## src/rtl/alu_pkg.sv

```systemverilog
// Shared opcode encoding, flag/result types and the ALU evaluation function.
package alu_pkg;

  localparam int unsigned MAX_W = 64;
  localparam int unsigned SUM_W = MAX_W + 1;

  localparam int unsigned OP_ADD   = 0;
  localparam int unsigned OP_LOAD  = 1;
  localparam int unsigned OP_STORE = 2;
  localparam int unsigned OP_CALL  = 3;
  localparam int unsigned OP_RET   = 4;
  localparam int unsigned OP_SUB   = 5;
  localparam int unsigned OP_ADC   = 6;
  localparam int unsigned OP_CMP   = 7;

  typedef struct packed {
    logic cf;
    logic zf;
  } alu_flags_t;

  typedef struct packed {
    logic             c;
    logic [MAX_W-1:0] r;
  } alu_res_t;

  // Evaluate one op on w-bit unsigned operands; c is bit w of the (w+1)-bit result.
  function automatic alu_res_t alu_eval(input int unsigned     sel,
                                        input logic [MAX_W-1:0] a,
                                        input logic [MAX_W-1:0] b,
                                        input logic             cin,
                                        input int unsigned      w);
    logic [SUM_W-1:0] s;
    logic [SUM_W-1:0] mask;
    alu_res_t         res;
    mask = (SUM_W'(1) << w) - SUM_W'(1);
    case (sel)
      OP_ADD:          s = {1'b0, a} + {1'b0, b};
      OP_ADC:          s = {1'b0, a} + {1'b0, b} + SUM_W'(cin);
      OP_SUB, OP_CMP:  s = {1'b0, a} - {1'b0, b};
      OP_CALL, OP_RET: s = {1'b0, b};
      default:         s = {1'b0, a};
    endcase
    // A wrapped subtract sets every bit above w, so bit w doubles as the borrow.
    res.c = s[7'(w)];
    res.r = s[MAX_W-1:0] & mask[MAX_W-1:0];
    return res;
  endfunction

endpackage

```

## src/rtl/alu_skid_buf.sv

```systemverilog
// Two-entry in-order output buffer; head entry drives dout directly from a register.
module alu_skid_buf #(
  parameter int unsigned DW = 20
) (
  input  logic          clk,
  input  logic          rst_n,
  input  logic          push,
  input  logic [DW-1:0] din,
  output logic          in_ready,
  output logic          out_valid,
  input  logic          out_ready,
  output logic [DW-1:0] dout
);

  logic [DW-1:0] head_q, head_n;
  logic [DW-1:0] tail_q, tail_n;
  logic [1:0]    count_q, count_n;
  logic          pop;

  // Next occupancy and entry contents from push/pop.
  always_comb begin
    head_n  = head_q;
    tail_n  = tail_q;
    count_n = count_q;
    pop     = out_valid & out_ready;
    if (pop && count_q == 2'd2) begin
      head_n = tail_q;
    end
    if (push) begin
      if (count_q == 2'd0 || (count_q == 2'd1 && pop)) begin
        head_n = din;
      end else begin
        tail_n = din;
      end
    end
    count_n = count_q + 2'(push) - 2'(pop);
  end

  // Entry, occupancy and handshake registers.
  always_ff @(posedge clk or negedge rst_n) begin
    if (!rst_n) begin
      head_q    <= '0;
      tail_q    <= '0;
      count_q   <= 2'd0;
      in_ready  <= 1'b0;
      out_valid <= 1'b0;
    end else begin
      head_q    <= head_n;
      tail_q    <= tail_n;
      count_q   <= count_n;
      in_ready  <= (count_n < 2'd2);
      out_valid <= (count_n != 2'd0);
    end
  end

  assign dout = head_q;

endmodule

```

## src/rtl/alu_pipe.sv

```systemverilog
// Registered ALU with persistent CF/ZF and a 2-entry output buffer.
module alu_pipe
  import alu_pkg::*;
#(
  parameter int unsigned WIDTH = 18,
  parameter int unsigned OP_W  = 3
) (
  input  logic             clk,
  input  logic             rst_n,
  input  logic             in_valid,
  output logic             in_ready,
  input  logic [OP_W-1:0]  sel,
  input  logic [WIDTH-1:0] in1,
  input  logic [WIDTH-1:0] in2,
  output logic             out_valid,
  input  logic             out_ready,
  output logic [WIDTH-1:0] out,
  output logic             out_cf,
  output logic             out_zf,
  output logic             cf,
  output logic             zf
);

  localparam int unsigned DW = WIDTH + 2;

  alu_flags_t       flags_q;
  alu_flags_t       flags_n;
  alu_res_t         res;
  logic [WIDTH-1:0] r;
  logic             accept;
  logic             push;
  logic             flag_op;
  logic [DW-1:0]    din;
  logic [DW-1:0]    dout;
  logic             unused_hi;

  // Decode, evaluate, and form the flags this op leaves behind.
  always_comb begin
    res     = alu_eval(32'(sel), MAX_W'(in1), MAX_W'(in2), flags_q.cf, WIDTH);
    r       = res.r[WIDTH-1:0];
    flag_op = (32'(sel) == OP_ADD) || (32'(sel) == OP_SUB) ||
              (32'(sel) == OP_ADC) || (32'(sel) == OP_CMP);
    flags_n = flags_q;
    if (flag_op) begin
      flags_n.cf = res.c;
      flags_n.zf = (r == '0);
    end
    accept = in_valid & in_ready;
    push   = accept & (32'(sel) != OP_CMP);
    din    = {r, flags_n};
  end

  assign unused_hi = ^res.r[MAX_W-1:WIDTH];

  // Live flags update on every accepted op so a following ADC sees them at once.
  always_ff @(posedge clk or negedge rst_n) begin
    if (!rst_n) begin
      flags_q <= '0;
    end else if (accept) begin
      flags_q <= flags_n;
    end
  end

  alu_skid_buf #(.DW(DW)) u_buf (
    .clk       (clk),
    .rst_n     (rst_n),
    .push      (push),
    .din       (din),
    .in_ready  (in_ready),
    .out_valid (out_valid),
    .out_ready (out_ready),
    .dout      (dout)
  );

  assign out    = dout[DW-1:2];
  assign out_cf = dout[1];
  assign out_zf = dout[0];
  assign cf     = flags_q.cf;
  assign zf     = flags_q.zf;

endmodule
```

## config.mk

```make
export PLATFORM = sky130hd
export DESIGN_NAME = alu_pipe
export DESIGN_NICKNAME = d
export VERILOG_FILES = /design/src/rtl/alu_pkg.sv /design/src/rtl/alu_skid_buf.sv /design/src/rtl/alu_pipe.sv
export SDC_FILE = /design/constraint.sdc
export NUM_CORES = 1
export LEC_CHECK = 0
export CAP_MARGIN = 20
export CORE_ASPECT_RATIO = 0.8
export CORE_MARGIN = 1
export CORE_UTILIZATION = 51
export CTS_CLUSTER_SIZE = 30
export DETAILED_ROUTE_END_ITERATION = 7
export GPL_ROUTABILITY_DRIVEN = 0
export PLACE_DENSITY = 0.74
export SLEW_MARGIN = 10
export SYNTH_ARGS = -nofsm -noshare
export SYNTH_HDL_FRONTEND = slang
export SYNTH_SLANG_ARGS = --single-unit
```

## constraint.sdc

```tcl
create_clock -name clk -period 4.25 [get_ports clk]
set_input_delay 0.425 -clock clk [delete_from_list [all_inputs] [get_ports clk]]
set_output_delay 0.425 -clock clk [all_outputs]
set_load 0.1 [all_outputs]
```

==> flow_metrics.env, run 1 <==
export IMPL_status="finished, violations left"
export IMPL_violations="setup timing"
export IMPL_syn_area_sq_um=5613
export IMPL_via_count=6600
export IMPL_seq_area_sq_um=1151
export IMPL_drc_errors=0
export IMPL_drt_pass1_iter_count=5
export IMPL_layout_nets=1000
export IMPL_worst_pin_slew_ns=1.039
export IMPL_ir_drop_v=0.0005640
export IMPL_use_met1=0.4330
export IMPL_grt_max_degree=47
export IMPL_cap_violations=0
export IMPL_crit_fanout=7
export IMPL_utilization=0.7668
export IMPL_placed_cells=1034
export IMPL_io_buffers=66
export IMPL_cts_sinks=46
export IMPL_post_drt_wl_per_cell_um=18.96
export IMPL_die_h_um=95.83
export IMPL_grt_busiest_layer="met2"
export IMPL_fin_crit_ns=4.293
export IMPL_placed_cell_area_sq_um=7413
export IMPL_grt_first_pass_wirelength_um=31010
export IMPL_slew_violations=0
export IMPL_min_path_cells=2
export IMPL_fin_setup_tns_ns=-0.05067
export IMPL_synth_cell_types=100
export IMPL_numCtsBuffers=5
export IMPL_yosysSeqAreaShare=0.2051
export IMPL_syn_inst=709
export IMPL_synth_edf_count=0
export IMPL_path_class="in2reg"
export IMPL_grt_pass1_vias=6244
export IMPL_post_dp_hpwl_um=14930
export IMPL_boundaryPins=67
export IMPL_min_path_type="reg2reg"
export IMPL_antenna_found_initial=0
export IMPL_synth_seq_cells=46
export IMPL_crit_top_cell="buf_4"
export IMPL_use_met2=0.6080
export IMPL_num_rows=33
export IMPL_nFillCells=761
export IMPL_cp_slowest_cell="or4b_4"
export IMPL_insertion_delay_ns=0.29
export IMPL_avgSynthCellArea_sq_um=7.917
export IMPL_path_cells="clkdlybuf4s50_1, inv_1, ha_4, buf_4, buf_4, nand4_1, a211oi_2, nor2_1, o41ai_1, buf_4, xnor2_1, nor2_1, o22a_1, or4_4, or4b_4, o31ai_2"
export IMPL_fin_ws_ns=-0.04346
export IMPL_grt_overflow=0
export IMPL_synth_ff_type="dfrtp_1"
export IMPL_hold_ws_ns=0.4874
export IMPL_critPathMaxStageDelay_ns=0.54
export IMPL_max_freq_mhz=232.9
export IMPL_max_slew_margin=0.3053
export IMPL_finalInstanceArea_sq_um=8041
export IMPL_setup_viol=2
export IMPL_leakage_nw=3.605
export IMPL_reg2reg_depth=12
export IMPL_most_common_layout_cells="buf_4 (164), nand2_1 (76), nor2_1 (63), o21ai_0 (60), clkdlybuf4s50_1 (51)"
export IMPL_area_growth_pct=43.27
export IMPL_syn_num_nets=794
export IMPL_clock_tree_buffer_depth=2
export IMPL_htree_levels=2
export IMPL_crit_path_start_kind="input pin"
export IMPL_core_sq_um=10490
export IMPL_grt_use_met3=0.05628
export IMPL_critPathCaptureType="register"
export IMPL_track_usage=0.3430
export IMPL_root_buffer="clkbuf_16"
export IMPL_drt_wl_total_um=20020
export IMPL_drtIter0Drc=697
export IMPL_place_ws_ns=-0.4818
export IMPL_via_per_inst=6.250
export IMPL_cts_tree="yes"
export IMPL_ys_warn_count=0
export IMPL_dieArea_sq_um=11430
export IMPL_antenna_cells=0
export IMPL_multi_input_area_sq_um=4447
export IMPL_clk_pin_slew_ns=0.06
export IMPL_ant_nets=0
export IMPL_worstPathArrival_ns=4.49
export IMPL_power_density_nw_per_um2=436.3
export IMPL_die_w_um=119.3
export IMPL_finClkSkew_ns=0.005756
export IMPL_start_util=0.5352
export IMPL_final_common_cell="buf_4"
export IMPL_layout_drive_gt1_share=0.3384
export IMPL_hold_viol_final=0
export IMPL_total_power_mw=3.509
export IMPL_crit_required_ns=4.44
export IMPL_async_reset_ff_frac=1.000
export IMPL_instances_no_fill=1056
export IMPL_fin_crit_sh=1.010
-- worst max-delay path: cells and delay by family --
family                   cells  cell delay [ns]
buffers and inverters        5             1.06
AND/OR/NAND/NOR              5             1.35
AO/OA/AOI/OAI                4             1.20
adder cells (fa/ha/maj)      1             0.33
XOR/XNOR                     1             0.11
-- kinds of logic (layout without fill, tap and decap cells) --
logic type,Yosys count,after routing,share of synthesized area
xor gates and xnor gates,32,32,0.05261
muxes,34,34,0.06799
DFF,46,46,0.2051
AOI/OAI and AO/OA,225,225,0.2827
and+or+nand+nor,250,250,0.2296
adders and majority gates,43,43,0.09808
buffers and inverters,79,286,0.06397
-- path summary, 6_finish.rpt --
kind                                         startpoint                            to  slack, ns
max in group asynchronous                         rst_n       u_buf.dout[0]$_DFF_PN0_       3.26
min in group asynchronous                         rst_n       u_buf.dout[9]$_DFF_PN0_       0.52
max                                              in2[7]   u_buf.tail_q[0]$_DFFE_PN0P_      -0.04
max reg2reg                              cf$_DFFE_PN0P_   u_buf.tail_q[0]$_DFFE_PN0P_       0.59
min reg2reg                u_buf.tail_q[11]$_DFFE_PN0P_  u_buf.tail_q[11]$_DFFE_PN0P_       0.49
min                        u_buf.tail_q[11]$_DFFE_PN0P_  u_buf.tail_q[11]$_DFFE_PN0P_       0.49
-- cells in the mapped netlist (all sizes together) (8+ instances only) --
library cell,count,area [sq um]
a211oi,9,80.08
a21o,9,71.32
a21oi,49,245.2
a221oi,10,87.58
buf,13,101.3
clkbuf,24,100.1
dfrtp,46,1151
ha,40,500.5
inv,42,157.6
mux2,23,259.0
mux2i,10,100.1
nand2,78,295.3
nand2b,8,52.55
nand3,9,50.05
nor2,68,262.8
nor2b,12,75.07
nor3,20,121.4
o21a,12,90.09
o21ai,63,315.3
o31ai,8,65.06
or3,12,80.08
xnor2,22,200.2
xor2,10,95.10
-- final cells by class --
| cell class | count | area share |
|---|---|---|
| timing repair buffer | 236 | 0.2437 |
| inverter | 42 | 0.01960 |
| multi-input combinational | 584 | 0.5530 |
| tap | 140 | 0.02178 |
| clock inverter | 2 | 0.001556 |
| clock buffer | 6 | 0.01727 |
| sequential | 46 | 0.1431 |
-- what timing repair did --
item / in CTS / in global routing
gates resized for setup: 46 / 47
setup endpoints to repair: 7 / 9
buffers inserted: 7 / 5
pin swaps: 19 / 18
endpoints found under the hold margin: 0 / 8
hold buffers: 0 / 1
-- where the power goes --
part           switching, mW  internal, mW
registers              0.122         0.636
logic                   1.51         0.842
clock network          0.167         0.233
-- registers in the layout (all words and copies together) (netlist names) --
register         flops
u_buf.count_q        2
zf                   1
u_buf.out_valid      1
u_buf.dout          20
cf                   1
u_buf.tail_q        20
u_buf.in_ready       1
-- layer usage --
| metal | wire length, um | share of wire |
|---|---|---|
| met5 | 0 | 0 |
| met4 | 645 | 0.032 |
| met3 | 1865 | 0.093 |
| met2 | 9477 | 0.47 |
| met1 | 8029 | 0.40 |
Power figures use the tool's default switching activity.
==> inputs of run 2 (changes only) <==
- ABC_AREA: unset -> 1
- CTS_BUF_LIST: unset -> sky130_fd_sc_hd__clkbuf_8
- HOLD_SLACK_MARGIN: unset -> 0.05
==> run 2 against run 1 <==
Compared with the run above: the flow now finishes without violations; critical path depth grew 7; worst hold slack better by 0.0056 ns; first-iteration DRC count is 1.3% higher; clock power fell by 31%; clock-buffer cell count stayed put; total power decreased by 9.6%; sequential power barely moved; synthesized cell count is 29% higher; core utilization decreased by 15 points; routed wire length fell by 18%; fmax grew 26%; register-to-register slack improved by 1.1 ns; critical path type unchanged; largest cell class unchanged.
==> flow_metrics.env, run 2 <==
export IMPL_status="finished, final reports clean"
export IMPL_path_class="in2reg"
export IMPL_num_rows=33
export IMPL_synth_top_area_share=0.2050
export IMPL_via_count=6049
export IMPL_worstPathArrival_ns=3.61
export IMPL_rsz0062_at_grt="no"
export IMPL_clk_pin_slew_ns=0.09
export IMPL_crit_required_ns=4.45
export IMPL_htree_levels=2
export IMPL_synth_largest_area_cell="dfrtp_1"
export IMPL_track_usage=0.2910
export IMPL_layout_nets=1051
export IMPL_wl_met1_um=7936
export IMPL_max_freq_mhz=292.7
export IMPL_post_dp_hpwl_um=12930
export IMPL_root_buffer="clkbuf_8"
export IMPL_cts_sinks=46
export IMPL_ys_warn_count=0
export IMPL_fin_ws_ns=0.8334
export IMPL_grt_max_degree=47
export IMPL_drtIter0Drc=706
export IMPL_grt_first_pass_wirelength_um=26250
export IMPL_yosysSeqAreaShare=0.2050
export IMPL_boundaryPins=67
export IMPL_setup_viol=0
export IMPL_synth_cell_types=44
export IMPL_slew_violations=0
export IMPL_met3_length_um=1443
export IMPL_cts_tree="yes"
export IMPL_min_path_type="reg2reg"
export IMPL_critPathMaxStageDelay_ns=0.52
export IMPL_numCtsBuffers=5
export IMPL_most_common_layout_cells="nand2_1 (231), inv_1 (134), nand3_1 (79), nor2_1 (72), o21ai_0 (69)"
export IMPL_worst_pin_slew_ns=0.9933
export IMPL_cp_slowest_cell="clkdlybuf4s50_1"
export IMPL_path_cells="clkdlybuf4s50_1, ha_1, inv_1, fa_1, inv_1, ha_1, inv_1, nor2_2, nand3_1, nor2_2, nand2_1, nor2_2, nand2_2, nor2_4, nand2_2, o21ai_0, nand3_1, nand3_1, nand2_2, nand4_2, nand2_2, nand2_1, nand2_1"
export IMPL_die_w_um=119.3
export IMPL_avgSynthCellArea_sq_um=6.137
export IMPL_met2_length_um=6653
export IMPL_drc_errors=0
export IMPL_ant_nets=0
export IMPL_syn_num_nets=1000
export IMPL_finClkSkew_ns=0.01290
export IMPL_die_h_um=95.86
export IMPL_area_growth_pct=14.51
export IMPL_crit_path_start_kind="input pin"
export IMPL_leakage_nw=3.325
export IMPL_fin_crit_sh=0.8039
export IMPL_crit_top_cell="nand2_2"
export IMPL_synth_seq_cells=46
export IMPL_final_common_cell="nand2_1"
export IMPL_post_drt_wl_per_cell_um=14.75
export IMPL_yosysMostFrequentCell="nand2_1"
export IMPL_io_buffers=66
export IMPL_grt_overflow=0
export IMPL_via_per_inst=5.464
export IMPL_antenna_cells=0
export IMPL_dieArea_sq_um=11440
export IMPL_place_ws_ns=0.5424
export IMPL_synth_area_leaders="dfrtp_1 (20%), nand2_1 (15%), ha_1 (8.9%)"
export IMPL_synth_ff_type="dfrtp_1"
export IMPL_fin_setup_tns_ns=0
export IMPL_power_density_nw_per_um2=493.4
export IMPL_clock_tree_buffer_depth=2
export IMPL_ir_drop_v=0.0004428
export IMPL_antenna_found_initial=0
export IMPL_critPathCaptureType="register"
export IMPL_grt_pass1_vias=5288
export IMPL_layout_drive_gt1_share=0.1200
export IMPL_core_sq_um=10490
export IMPL_crit_fanout=3
export IMPL_insertion_delay_ns=0.31
export IMPL_syn_area_sq_um=5615
export IMPL_cap_violations=0
export IMPL_drt_pass1_iter_count=8
export IMPL_fin_crit_ns=3.417
export IMPL_synth_edf_count=0
export IMPL_start_util=0.5354
export IMPL_async_reset_ff_frac=1.000
export IMPL_highest_layer="met4"
export IMPL_drt_wl_total_um=16330
export IMPL_max_slew_margin=0.3357
export IMPL_syn_inst=915
export IMPL_hold_viol_final=0
export IMPL_synth_common_cells="nand2_1 (231), inv_1 (133), nand3_1 (79), nor2_1 (72), o21ai_0 (69)"
-- run 2: cell count changes in the layout (fill, tap and decap cells not counted), sizes merged, moves of 14 or more --
cell,change
a21oi,+15
buf,-163
clkdlybuf4s50,+14
inv,+109
mux2,-23
nand2,+189
nand3,+72
nor2,+25
xnor2,-22
-- run 2: worst paths after layout --
path,from,slack (ns),cells past startpoint,endpoint
worst min-delay path,u_buf.tail_q[8]$_DFFE_PN0P_,0.49,2,u_buf.tail_q[8]$_DFFE_PN0P_
worst max register to register,cf$_DFFE_PN0P_,1.66,19,u_buf.dout[0]$_DFF_PN0_
max in group asynchronous,rst_n,3.23,3,u_buf.tail_q[17]$_DFFE_PN0P_
worst max-delay path,in2[0],0.83,23,u_buf.dout[0]$_DFF_PN0_
worst min register to register,u_buf.tail_q[8]$_DFFE_PN0P_,0.49,2,u_buf.tail_q[8]$_DFFE_PN0P_
min in group asynchronous,rst_n,0.53,2,u_buf.dout[5]$_DFF_PN0_
-- run 2: final cells by class --
type                       count  area, sq um
clock buffer                   6        82.58
clock inverter                 2        8.758
fill                        1040         4058
inverter                     151        578.1
multi-input combinational    689         3707
sequential                    46         1151
tap                          140        175.2
timing repair buffer          73        726.9
-- run 2: logic make-up after synthesis --
| logic type | after synthesis | synth area share |
|---|---|---|
| buffers and inverters | 180 | 0.1348 |
| and+or+nand+nor | 478 | 0.3930 |
| DFF | 46 | 0.2050 |
| xor gates and xnor gates | 4 | 0.006238 |
| adders and majority gates | 42 | 0.09626 |
| AOI/OAI and AO/OA | 165 | 0.1647 |
-- run 2: where the power goes --
part	internal (mW)	switching (mW)	leakage (nW)
registers	0.646	0.112	0.563
logic	0.570	1.57	2.71
clock network	0.129	0.148	0.0524
-- run 2: timing repair --
| action | in CTS | in global routing |
|---|---|---|
| hold endpoints to repair | 0 | 11 |
| buffers inserted | 0 | 0 |
| resized for setup | 0 | 0 |
| hold buffers | 0 | 1 |
-- run 2: metal layers --
layer  up-vias  track usage
met1      2664       0.4318
li1       3030            -
met5         -            0
met3        27      0.04739
met2       328       0.4457
met4         0      0.05417
-- run 2: critical path: cells and delay by family --
family	cells	cell delay [ns]
compound gates	1	0.15
buf+inv	4	0.72
simple gates	15	1.49
fa+ha+maj	3	0.81
-- run 2: metrics by stage --
step | power (mW) | cells | cell area [sq um] | utilization | hold slack, ns
final | 3.173 | 1107 | 6430 | 0.6131 | 0.4930
after floorplan | 2.373 | 915 | 5615 | - | 0.1294
after CTS | 3.157 | 1104 | 6389 | 0.6092 | 0.3141
after global placement | 2.866 | 1096 | 6297 | 0.6005 | 0.4672
after detailed placement | 2.874 | 1096 | 6297 | 0.6005 | 0.4733
after global routing | 3.398 | 1107 | 6430 | 0.6131 | 0.5200
==> inputs of run 3 (changes only) <==
- clock period: 4.25 -> 3.4 ns (I/O delays scaled with it)
==> run 3 against run 2 <==
Compared with the run above: first-iteration DRC count up 12%; combinational power up 31%; clock power increased by 26%; via count grew 5.0%; flip-flop and latch count is the same; core utilization is 5.3 points higher; sequential share of layout area shrank 1.4 points; global-route usage grew 1.3 points; total power grew 29%; non-clock buffer count up 68; critical endpoint is now u_buf.tail_q[1]$_DFFE_PN0P_; largest cell class unchanged; largest power group unchanged.
==> flow_metrics.env, run 3 (synthesis gave the netlist of run 2 again) <==
export IMPL_boundaryPins=67
export IMPL_worst_pin_slew_ns=0.9743
export IMPL_finalInstanceArea_sq_um=6982
export IMPL_crit_top_cell="nand2_2"
export IMPL_instances_no_fill=1175
export IMPL_htree_levels=2
export IMPL_min_path_type="in2async"
export IMPL_status="finished, final reports clean"
export IMPL_placed_cells=1163
export IMPL_layout_nets=1119
export IMPL_clk_pin_slew_ns=0.09
export IMPL_start_util=0.5354
export IMPL_critPathCaptureType="register"
export IMPL_post_drt_wl_per_cell_um=14.49
export IMPL_grt_pass1_vias=5704
export IMPL_most_common_layout_cells="nand2_1 (229), inv_1 (133), nand3_1 (78), buf_4 (72), nor2_1 (71)"
export IMPL_post_dp_hpwl_um=13700
export IMPL_finClkSkew_ns=0.006705
export IMPL_grt_overflow=0
export IMPL_core_sq_um=10490
export IMPL_leakage_nw=3.668
export IMPL_fin_ws_ns=0.2831
export IMPL_io_buffers=66
export IMPL_max_slew_margin=0.3485
export IMPL_path_cells="clkdlybuf4s50_1, inv_1, fa_1, inv_2, ha_2, inv_1, nor2_2, nand3_2, nor2_4, nand2_2, nor2_4, nand2_2, nor2_4, nand2_2, nor2_2, nand2_2, nor2_2, o21ai_1, o211ai_2, nand3_1, o21ai_0"
export IMPL_critPathMaxStageDelay_ns=0.50
export IMPL_via_count=6354
export IMPL_path_class="in2reg"
export IMPL_drt_wl_total_um=17030
export IMPL_numCtsBuffers=5
export IMPL_dieArea_sq_um=11440
export IMPL_area_growth_pct=24.33
export IMPL_critPathTopFamily="simple AND/OR/NAND/NOR gates"
export IMPL_drt_pass1_iter_count=6
export IMPL_crit_required_ns=3.64
export IMPL_clock_tree_buffer_depth=2
export IMPL_cap_violations=0
export IMPL_final_common_cell="nand2_1"
export IMPL_via_per_inst=5.408
export IMPL_ir_drop_v=0.0005544
export IMPL_placed_cell_area_sq_um=6813
export IMPL_die_w_um=119.3
export IMPL_worstPathArrival_ns=3.35
export IMPL_worst_path_buf_inv=4
export IMPL_drc_errors=0
export IMPL_setup_viol=0
export IMPL_cts_sinks=46
export IMPL_drtIter0Drc=788
export IMPL_slew_violations=0
export IMPL_crit_fanout=3
export IMPL_cts_tree="yes"
export IMPL_cp_slowest_cell="fa_1"
export IMPL_ant_nets=0
export IMPL_fin_crit_ns=3.117
export IMPL_layout_drive_gt1_share=0.1845
export IMPL_insertion_delay_ns=0.31
export IMPL_crit_path_start_kind="input pin"
export IMPL_power_density_nw_per_um2=587.1
export IMPL_rsz0062_at_grt="no"
export IMPL_antenna_found_initial=0
export IMPL_place_ws_ns=-0.1541
export IMPL_grt_max_degree=47
export IMPL_num_rows=33
export IMPL_track_usage=0.3042
export IMPL_antenna_cells=0
export IMPL_root_buffer="clkbuf_8"
export IMPL_fin_crit_sh=0.9167
export IMPL_max_freq_mhz=320.8
export IMPL_hold_viol_final=0
export IMPL_die_h_um=95.86
export IMPL_grt_first_pass_wirelength_um=27620
run 3: worst reg2reg max path: stages (launching register included):
cell      delay, ns
dfrtp_1        0.42
ha_1           0.20
ha_2           0.18
inv_1          0.06
nor2_2         0.12
nand3_2        0.11
nor2_4         0.14
nand2_2        0.08
nor2_4         0.12
nand2_2        0.08
nor2_4         0.14
nand2_2        0.08
nor2_2         0.12
nand2_2        0.07
nor2_2         0.08
o21ai_1        0.08
o211ai_2       0.23
nand3_1        0.10
o21ai_0        0.09
run 3: final cells by class:
cell class	instances	area (sq um)
Clock inverter	2	8.758
Fill cell	1008	3506
Clock buffer	6	82.58
Tap cell	140	175.2
Multi-Input combinational cell	689	3735
Timing Repair Buffer	141	1251
Sequential cell	46	1151
Inverter	151	578.1
run 3: per-layer routing:
metal  GRT usage  part of all wire
met3     0.06043             0.098
met1      0.4326              0.47
met5           0                 0
met4     0.05938             0.014
met2      0.4801              0.42
run 3: what timing repair did:
item	in CTS	in global routing
endpoints found under the hold margin	0	9
setup buffers	0	2
endpoints found under the setup margin	0	7
hold buffers	0	1
gates resized for setup	0	11
run 3: per-stage QoR:
stage / power, mW / hold slack [ns] / setup TNS, ns / utilization
after floorplan: 2.966 / 0.04441 / 0 / -
after global placement: 3.689 / 0.4668 / -0.2329 / 0.6496
after detailed placement: 3.725 / 0.4753 / -0.7253 / 0.6496
after CTS: 4.082 / 0.2218 / 0 / 0.6583
after global routing: 4.378 / 0.4442 / 0 / 0.6657
final: 4.099 / 0.4160 / 0 / 0.6657
run 3: path summary, 6_finish.rpt:
| check | startpoint | endpoint | slack (ns) | cells past startpoint |
|---|---|---|---|---|
| setup / recovery | in2[1] | u_buf.tail_q[1]$_DFFE_PN0P_ | 0.28 | 21 |
| hold / removal | rst_n | u_buf.dout[3]$_DFF_PN0_ | 0.42 | 2 |
| setup reg to reg | cf$_DFFE_PN0P_ | u_buf.tail_q[1]$_DFFE_PN0P_ | 0.83 | 18 |
| hold reg to reg | u_buf.tail_q[10]$_DFFE_PN0P_ | u_buf.tail_q[10]$_DFFE_PN0P_ | 0.49 | 2 |
| max in group asynchronous | rst_n | u_buf.dout[15]$_DFF_PN0_ | 2.51 | 3 |
| min in group clk | u_buf.tail_q[10]$_DFFE_PN0P_ | u_buf.tail_q[10]$_DFFE_PN0P_ | 0.49 | 2 |
run 3: power breakdown:
part | internal [mW] | total (mW) | switching (mW)
Combinational | 0.814 | 2.80 | 1.99
Sequential | 0.808 | 0.947 | 0.140
Clock | 0.161 | 0.349 | 0.188
Total | 1.78 | 4.10 | 2.32
